--- src/rtl/instr_trace_monitor.sv ---
// Instruction trace monitor: captures changes of instr_in during a timed run into a show-ahead FIFO.
// Optional per-entry timestamp storage is enabled by defining TRACE_TIMESTAMP_EN.
module instr_trace_monitor #(
    parameter int DATA_W     = 32,
    parameter int DEPTH      = 16,
    parameter int TS_W       = 24,
    parameter int MAX_CYCLES = 5888000
) (
    input  logic              clk,
    input  logic              reset,
    input  logic              start,
    input  logic              stop,
    input  logic [DATA_W-1:0] instr_in,
    output logic              rd_valid,
    input  logic              rd_ready,
    output logic [DATA_W-1:0] rd_instr,
    output logic [TS_W-1:0]   rd_ts,
    output logic              running,
    output logic              done,
    output logic              overflow,
    output logic [7:0]        drop_cnt
);
    localparam int AW = $clog2(DEPTH);

    typedef enum logic [1:0] {IDLE, RUN, DONE} state_t;

    state_t            state_q, state_d;
    logic [TS_W-1:0]   cnt_q, cnt_d;
    logic              first_q, first_d;
    logic [DATA_W-1:0] last_q, last_d;
    logic [AW:0]       wr_ptr_q, wr_ptr_d;
    logic [AW:0]       rd_ptr_q, rd_ptr_d;
    logic              overflow_q, overflow_d;
    logic [7:0]        drop_q, drop_d;

    logic [DATA_W-1:0] instr_mem [DEPTH];

    logic empty, full, pop, capture, push;

    // Extra pointer MSB distinguishes full from empty when the indices match.
    assign empty = (wr_ptr_q == rd_ptr_q);
    assign full  = (wr_ptr_q[AW] != rd_ptr_q[AW]) && (wr_ptr_q[AW-1:0] == rd_ptr_q[AW-1:0]);
    assign pop   = rd_valid && rd_ready && !start;

    always_comb begin
        state_d    = state_q;
        cnt_d      = cnt_q;
        first_d    = first_q;
        last_d     = last_q;
        wr_ptr_d   = wr_ptr_q;
        rd_ptr_d   = rd_ptr_q;
        overflow_d = overflow_q;
        drop_d     = drop_q;
        capture    = 1'b0;
        push       = 1'b0;
        if (start) begin
            // A (re)start wipes the trace; the first RUN cycle follows.
            state_d    = RUN;
            cnt_d      = '0;
            first_d    = 1'b1;
            overflow_d = 1'b0;
            drop_d     = '0;
            wr_ptr_d   = '0;
            rd_ptr_d   = '0;
        end else begin
            if (state_q == RUN) begin
                capture = first_q || (instr_in != last_q);
                cnt_d   = cnt_q + 1'b1;
                if (stop || (cnt_q == TS_W'(MAX_CYCLES - 1))) begin
                    state_d = DONE;
                end
            end
            if (capture) begin
                first_d = 1'b0;
                last_d  = instr_in;
                // A pop in the same cycle frees a slot, so a full FIFO still accepts.
                if (!full || pop) begin
                    push = 1'b1;
                end else begin
                    overflow_d = 1'b1;
                    if (drop_q != 8'hFF) begin
                        drop_d = drop_q + 8'd1;
                    end
                end
            end
            if (push) begin
                wr_ptr_d = wr_ptr_q + 1'b1;
            end
            if (pop) begin
                rd_ptr_d = rd_ptr_q + 1'b1;
            end
        end
    end

    always_ff @(posedge clk or negedge reset) begin
        if (!reset) begin
            state_q    <= IDLE;
            cnt_q      <= '0;
            first_q    <= 1'b0;
            last_q     <= '0;
            wr_ptr_q   <= '0;
            rd_ptr_q   <= '0;
            overflow_q <= 1'b0;
            drop_q     <= '0;
        end else begin
            state_q    <= state_d;
            cnt_q      <= cnt_d;
            first_q    <= first_d;
            last_q     <= last_d;
            wr_ptr_q   <= wr_ptr_d;
            rd_ptr_q   <= rd_ptr_d;
            overflow_q <= overflow_d;
            drop_q     <= drop_d;
        end
    end

    always_ff @(posedge clk) begin
        if (push) begin
            instr_mem[wr_ptr_q[AW-1:0]] <= instr_in;
        end
    end

    assign rd_valid = !empty;
    assign rd_instr = rd_valid ? instr_mem[rd_ptr_q[AW-1:0]] : '0;

`ifdef TRACE_TIMESTAMP_EN
    logic [TS_W-1:0] ts_mem [DEPTH];

    always_ff @(posedge clk) begin
        if (push) begin
            ts_mem[wr_ptr_q[AW-1:0]] <= cnt_q;
        end
    end

    assign rd_ts = rd_valid ? ts_mem[rd_ptr_q[AW-1:0]] : '0;
`else
    assign rd_ts = '0;
`endif

    assign running  = (state_q == RUN);
    assign done     = (state_q == DONE);
    assign overflow = overflow_q;
    assign drop_cnt = drop_q;
endmodule
--- config.mk ---
export PLATFORM = sky130hd
export DESIGN_NAME = instr_trace_monitor
export DESIGN_NICKNAME = d
export VERILOG_FILES = /design/src/rtl/instr_trace_monitor.sv
export SDC_FILE = /design/constraint.sdc
export NUM_CORES = 1
export LEC_CHECK = 0
export CORE_MARGIN = 3
export CORE_UTILIZATION = 60
export DETAILED_ROUTE_END_ITERATION = 8
export GPL_TIMING_DRIVEN = 0
export PLACE_DENSITY = 0.79
export SYNTH_ARGS = -nofsm -noshare
export SYNTH_HDL_FRONTEND = slang
export SYNTH_SLANG_ARGS = --single-unit
--- constraint.sdc ---
create_clock -name clk -period 13.9 [get_ports clk]
set_input_delay 2.085 -clock clk [delete_from_list [all_inputs] [get_ports clk]]
set_output_delay 2.085 -clock clk [all_outputs]
set_load 0.02 [all_outputs]
==> impl_metrics.json, run 1 <==
{
  "status": "complete, no violations",
  "yosysWarnings": 0,
  "synth_seq_cells": 590,
  "multiInputGateArea_mm2": 0.00605,
  "final.setup_skew_ns": 0.0279,
  "rr_startpoint": "rd_ptr_q[2]",
  "setup_viol": 0,
  "cp-end-kind": "primary output",
  "max_slew_margin_pct": 28.7,
  "ys_types": 44,
  "drtIter0Drc": 1176,
  "cts-root-buf": "clkbuf_16",
  "dpl.hpwl_um": 33100,
  "post_drt_wl_per_cell_um": 26.7,
  "drive_above_1_share_pct": 25.4,
  "grt_pass1_vias": 12600,
  "critPathMaxFanout": 10,
  "drc_errors": 0,
  "grt-ovfl-total": 0,
  "worst_hold_slack_ns": 0.507,
  "wl_met1_um": 20600,
  "die_y_um": 205,
  "hold_viol": 0,
  "die_width_um": 205,
  "cts_tree": "done",
  "ioPinCount": 105,
  "startpoint_type": "register",
  "die-area_mm2": 0.0420,
  "initial_core_util_pct": 61.1,
  "fin_setup_tns_ns": 0,
  "synth-simple-area-share_pct": 4.31,
  "avgSynthCellArea_um2": 20.3,
  "yosys.area.top_type": "edfxtp_1",
  "synth_xor_area_share_pct": 2.29,
  "power_leakage_nw": 9.17,
  "crit_arrival_ns": 4.12,
  "synth_compound_area_share_pct": 0.622,
  "critPathKind": "reg2out",
  "final_cell_mix": "512 x edfxtp_1, 160 x mux4_2, 79 x clkdlybuf4s50_1",
  "synth.area.top_cells": "edfxtp_1 65%, mux4_2 15%, dfrtp_1 8.2%",
  "viasPerCell": 6.25,
  "peakVddDrop_v": 0.000113,
  "rsz0062_at_grt": "no",
  "worst_skew_pair.late_latency_ns": 0.61,
  "core_mm2": 0.0388,
  "ctsHtreeMaxLevel": 2,
  "r2r_end": "instr_mem[13][13]",
  "synth_top_family_by_area": "multiplexers",
  "critical-path-slowest-cell": "clkbuf_1",
  "grt_usage_pct": 25.5,
  "r2r_cells": 9,
  "netlist_area_mm2": 0.0237,
  "seq_area_frac_synth_pct": 73.0,
  "routabilityCongestion": 0.815,
  "synthCells": 1166,
  "hold_start": "last_q[3]",
  "holdBufCountCts": 0,
  "min_period_over_period_pct": 44.6,
  "area_growth_pct": 17.1,
  "cts_buffers": 57,
  "port_buffers": 80,
  "wl_met3_um": 3880,
  "synthAdderAreaFrac_pct": 0.369,
  "synth_mux_area_share_pct": 17.2,
  "layout_commonest_cell": "edfxtp_1",
  "tightest_slew_ns": 1.07,
  "seqCellArea_mm2": 0.0173,
  "period_needed_ns": 6.21,
  "antenna_cells": 0,
  "wl_um": 51700,
  "wl_met2_um": 25700,
  "power_mw": 4.23,
  "worstPathCellList": "clkbuf_1, buf_2, clkbuf_1, mux4_2, mux4_2, and2_1, clkdlybuf4s50_1",
  "cap_violations": 0,
  "nFillCells": 2225,
  "rrSetupSlack_ns": 9.90,
  "required_ns": 11.81,
  "synth_top_area_share_pct": 64.8,
  "final_antenna_net_count": 0,
  "clk_path_buf_depth": 3,
  "crit_start": "rd_ptr_q[1]",
  "grt_max_degree": 60,
  "nets": 1411,
  "vias": 12100,
  "rows": 72,
  "min_to": "last_q[3]",
  "hold_path_depth": 1,
  "antenna_found_initial": 0,
  "cts_resized": 0,
  "clock-sinks": 590,
  "cts_setup_buffers": 0,
  "dr.pass1.iters": 5,
  "clk_pin_slew_worst_paths_ns": 0.06,
  "top_layer_used": "met4",
  "power_per_cell_area_mw_per_mm2": 152,
  "max_freq_mhz": 161,
  "min_path_type": "reg2reg",
  "crit_path_max_incr_delay_ns": 0.74,
  "final_max_slew_viol_count": 0,
  "grt_pass1_wl_um": 78600
}
-- worst max-delay path by stage --
stage	cells past startpoint	end
after floorplan	7	instr_mem[3][0]
after global placement	8	instr_mem[3][10]
after detailed placement	10	instr_mem[11][14]
after CTS	7	rd_instr[2]
after global routing	9	rd_instr[29]
final	7	rd_instr[30]
-- critical path, delay by kind of cell, from the launching register on --
kind | cells | cell delay (ns)
flip-flops | 1 | 0.36
AND/OR/NAND/NOR | 1 | 0.23
buffers and inverters | 4 | 2.03
multiplexers | 2 | 0.89
-- layer usage --
layer,up-vias,track usage (%)
li1,5063,-
met1,6369,36.4
met2,561,41.4
met3,104,4.47
met4,0,7.98
met5,-,0
-- synth_stat cells (all sizes together) --
cell,number
or3b,1
a21o,2
and3,4
clkbuf,30
nand4,12
o221ai,1
a41o,1
inv,12
edfxtp,512
nand2,19
and4,3
mux2,39
o211ai,1
a21oi,11
or3,3
nor4,13
and2,34
nor2,49
or4,3
o21ai,3
nand3b,5
nor4b,1
xor2,48
nor2b,5
xnor2,14
o31ai,4
mux4,160
dfrtp,78
nand3,10
conb,1
ha,7
nor3,18
buf,50
nand2b,5
or2,2
or4b,2
mux2i,3
-- where the power goes --
part	internal (mW)	total (mW)	switching, mW
logic	0.321	0.654	0.333
clock network	0.933	1.59	0.658
registers	1.96	1.98	0.0202
total	3.21	4.23	1.01
-- layout make-up --
cell class	instances	area share (%)
multi-input combinational	507	21.8
clock buffer	69	5.63
tap	518	2.33
sequential	590	62.3
inverter	12	0.162
clock inverter	39	1.41
timing repair buffer	119	4.65
buffer	80	1.72
-- metrics by stage --
stage	setup slack, ns	area, um^2	instances	util (%)
after CTS	7.70	27800	1934	71.6
after global placement	2.74	25300	1787	65.1
after floorplan	7.43	23800	1189	-
final	7.69	27800	1934	71.6
after global routing	7.51	27800	1934	71.6
after detailed placement	7.55	25800	1826	66.6
-- sequential cells by signal (all words and copies together), names as in the netlist --
name / count
overflow: 1
wr_ptr_q: 5
rd_ptr_q: 5
cnt_q: 24
instr_mem: 512
first_q: 1
state_q: 2
drop_cnt: 8
last_q: 32
-- cell families (layout without fill, tap and decap cells) --
family                   Yosys count  count (layout)
other                              1              24
AND/OR/NAND/NOR                  189             189
buffers and inverters             92             319
adder cells (fa/ha/maj)            7               7
multiplexers                     202             202
AO/OA/AOI/OAI                     23              23
flip-flops                       590             590
XOR/XNOR                          62              62
No activity file was read; power rests on OpenSTA's default activity.
==> run 2, diff against run 1 <==
==> constraint.sdc (replaced) <==
create_clock -name clk -period 6.5 [get_ports clk]
set_input_delay 0.975 -clock clk [delete_from_list [all_inputs] [get_ports clk]]
set_output_delay 0.975 -clock clk [all_outputs]
set_load 0.02 [all_outputs]
==> results of run 2 <==
The final DEF is identical to that of run 1. Status: complete, no violations.
Main changes from that run: setup slack after placement 7.55 ns -> 1.26 ns; setup slack after layout 7.69 ns -> 1.40 ns; hold slack 0.507 ns -> 0.247 ns; register-to-register setup slack 9.90 ns -> 2.50 ns; total power 4.23 mW -> 9.04 mW; worst IR drop on VDD 0.000113 V -> 0.000241 V
==> run 3, diff against run 2 <==
==> constraint.sdc (replaced) <==
create_clock -name clk -period 4.84 [get_ports clk]
set_input_delay 0.726 -clock clk [delete_from_list [all_inputs] [get_ports clk]]
set_output_delay 0.726 -clock clk [all_outputs]
set_load 0.02 [all_outputs]
==> run 3 against run 2 <==
Against the previous run: non-clock buffer count decreased by 3; utilization about the same; wire length increased by 1.9%; count of clock-buffer cells in the layout increased by 3; power increased by 34%; setup slack got worse by 1.3 ns; sequential share of layout area about the same; cell count decreased by 0.21%; critical path depth unchanged; first-iteration DRC count increased by 0.68%; die area unchanged; via count decreased by 0.35%.
==> impl_metrics.json, run 3 (synthesized netlist as in run 1, its figures left out) <==
{
  "min_period_over_period_pct": 97.3,
  "routabilityCongestion": 0.791,
  "critPathMaxFanout": 10,
  "power_per_cell_area_mw_per_mm2": 437,
  "grt_usage_pct": 26.1,
  "setup_viol": 0,
  "final.setup_skew_ns": 0.0206,
  "clk_pin_slew_worst_paths_ns": 0.07,
  "clk_path_buf_depth": 3,
  "cap_violations": 0,
  "power_leakage_nw": 9.16,
  "viasPerCell": 6.25,
  "port_buffers": 80,
  "required_ns": 4.11,
  "antenna_cells": 0,
  "wl_um": 52700,
  "final_cell_mix": "512 x edfxtp_1, 160 x mux4_2, 79 x clkdlybuf4s50_1",
  "r2r_cells": 9,
  "power_mw": 12.1,
  "min_path_type": "in2async",
  "fin_setup_tns_ns": 0,
  "layout_commonest_cell": "edfxtp_1",
  "worst_hold_slack_ns": 0.502,
  "worst_slack_ns": 0.129,
  "clock-sinks": 590,
  "rrSetupSlack_ns": 0.86,
  "r2r_end": "instr_mem[14][14]",
  "max_freq_mhz": 212,
  "worstPathCellList": "clkbuf_1, buf_2, clkbuf_1, mux4_2, mux4_2, and2_1, clkdlybuf4s50_1",
  "critical-path-slowest-cell": "clkbuf_1",
  "worst_skew_pair.late_latency_ns": 0.60,
  "initial_core_util_pct": 61.1,
  "max_slew_margin_pct": 28.1,
  "crit_arrival_ns": 3.98,
  "peakVddDrop_v": 0.000348,
  "final_max_slew_viol_count": 0,
  "antenna_found_initial": 1,
  "cts_buffers": 58,
  "largest_reg_flops": 512,
  "rows": 72,
  "grt_max_degree": 70,
  "drive_above_1_share_pct": 25.1,
  "cts-root-buf": "clkbuf_16",
  "dr.pass1.iters": 5,
  "hold_viol": 0,
  "status": "complete, no violations",
  "grt_pass1_vias": 12700,
  "die_y_um": 205,
  "ctsHtreeMaxLevel": 2,
  "critPathKind": "reg2out",
  "period_needed_ns": 4.71,
  "nets": 1409,
  "grt_pass1_wl_um": 80800,
  "tightest_slew_ns": 1.08,
  "rsz0062_at_grt": "no",
  "crit_start": "rd_ptr_q[1]",
  "stdcell_count": 1930,
  "die-area_mm2": 0.0420,
  "vias": 12100,
  "die_width_um": 205,
  "dpl.hpwl_um": 33200,
  "drtIter0Drc": 1184,
  "rr_startpoint": "rd_ptr_q[2]",
  "final_antenna_net_count": 0,
  "cp-end-kind": "primary output",
  "area_growth_pct": 17.2,
  "post_drt_wl_per_cell_um": 27.3,
  "drc_errors": 0,
  "crit_path_max_incr_delay_ns": 0.64,
  "dp.cells": 1823,
  "grt-ovfl-total": 0,
  "core_mm2": 0.0388,
  "cts_tree": "done",
  "pre_cts_ws_ns": -0.0969,
  "ioPinCount": 105,
  "startpoint_type": "register"
}
run 3: worst max path at each step:
stage,slack [ns],endpoint
floorplan,0.55,instr_mem[11][0]
global placement,-3.09,instr_mem[0][11]
detailed placement,-0.1,instr_mem[14][12]
CTS,0.04,rd_instr[16]
global route,0.01,rd_instr[6]
finish,0.13,rd_instr[6]
run 3: layout make-up:
cell class	instances	area, um^2
Sequential cell	590	17300
Fill cell	2260	11000
Multi-Input combinational cell	507	6060
Clock buffer	72	1570
Timing Repair Buffer	117	1300
Tap cell	518	648
Buffer	79	482
Clock inverter	35	382
Inverter	12	45.0
run 3: routing by layer:
metal  track usage [%]  up-vias  wire (um)
met2              42.4      548      26700
met3              4.42      100       3740
li1                  -     5050          -
met4              7.86        2       1280
met1              37.4     6355      21000
met5                 0        -         18
run 3: report_power, final:
part           internal [mW]  switching [mW]  leakage (nW)  total (mW)
registers               5.63          0.0558          5.62        5.69
clock network           2.68            1.90         0.940        4.58
logic                  0.920           0.958          2.60        1.88
run 3: worst max-delay path: cells and delay by family (launching register included):
family | cells | cell delay (ns)
multiplexers | 2 | 0.94
buffers and inverters | 4 | 1.90
flip-flops | 1 | 0.37
AND/OR/NAND/NOR | 1 | 0.17
run 3: timing repair:
| action | CTS | global route |
|---|---|---|
| gates resized for setup | 1 | 12 |
| hold buffers | 1 | 0 |
| cloned | 0 | 0 |
| setup buffers | 0 | 0 |
| endpoints found under the hold margin | 9 | 0 |
| endpoints found under the setup margin | 2 | 7 |
run 3: stage by stage:
stage          instance area, um^2  util [%]
3_5_place_dp                 25800      66.6
2_1_floorplan                23800         -
6_report                     27800      71.6
3_3_place_gp                 25300      65.1
4_1_cts                      27800      71.6
5_1_grt                      27800      71.6
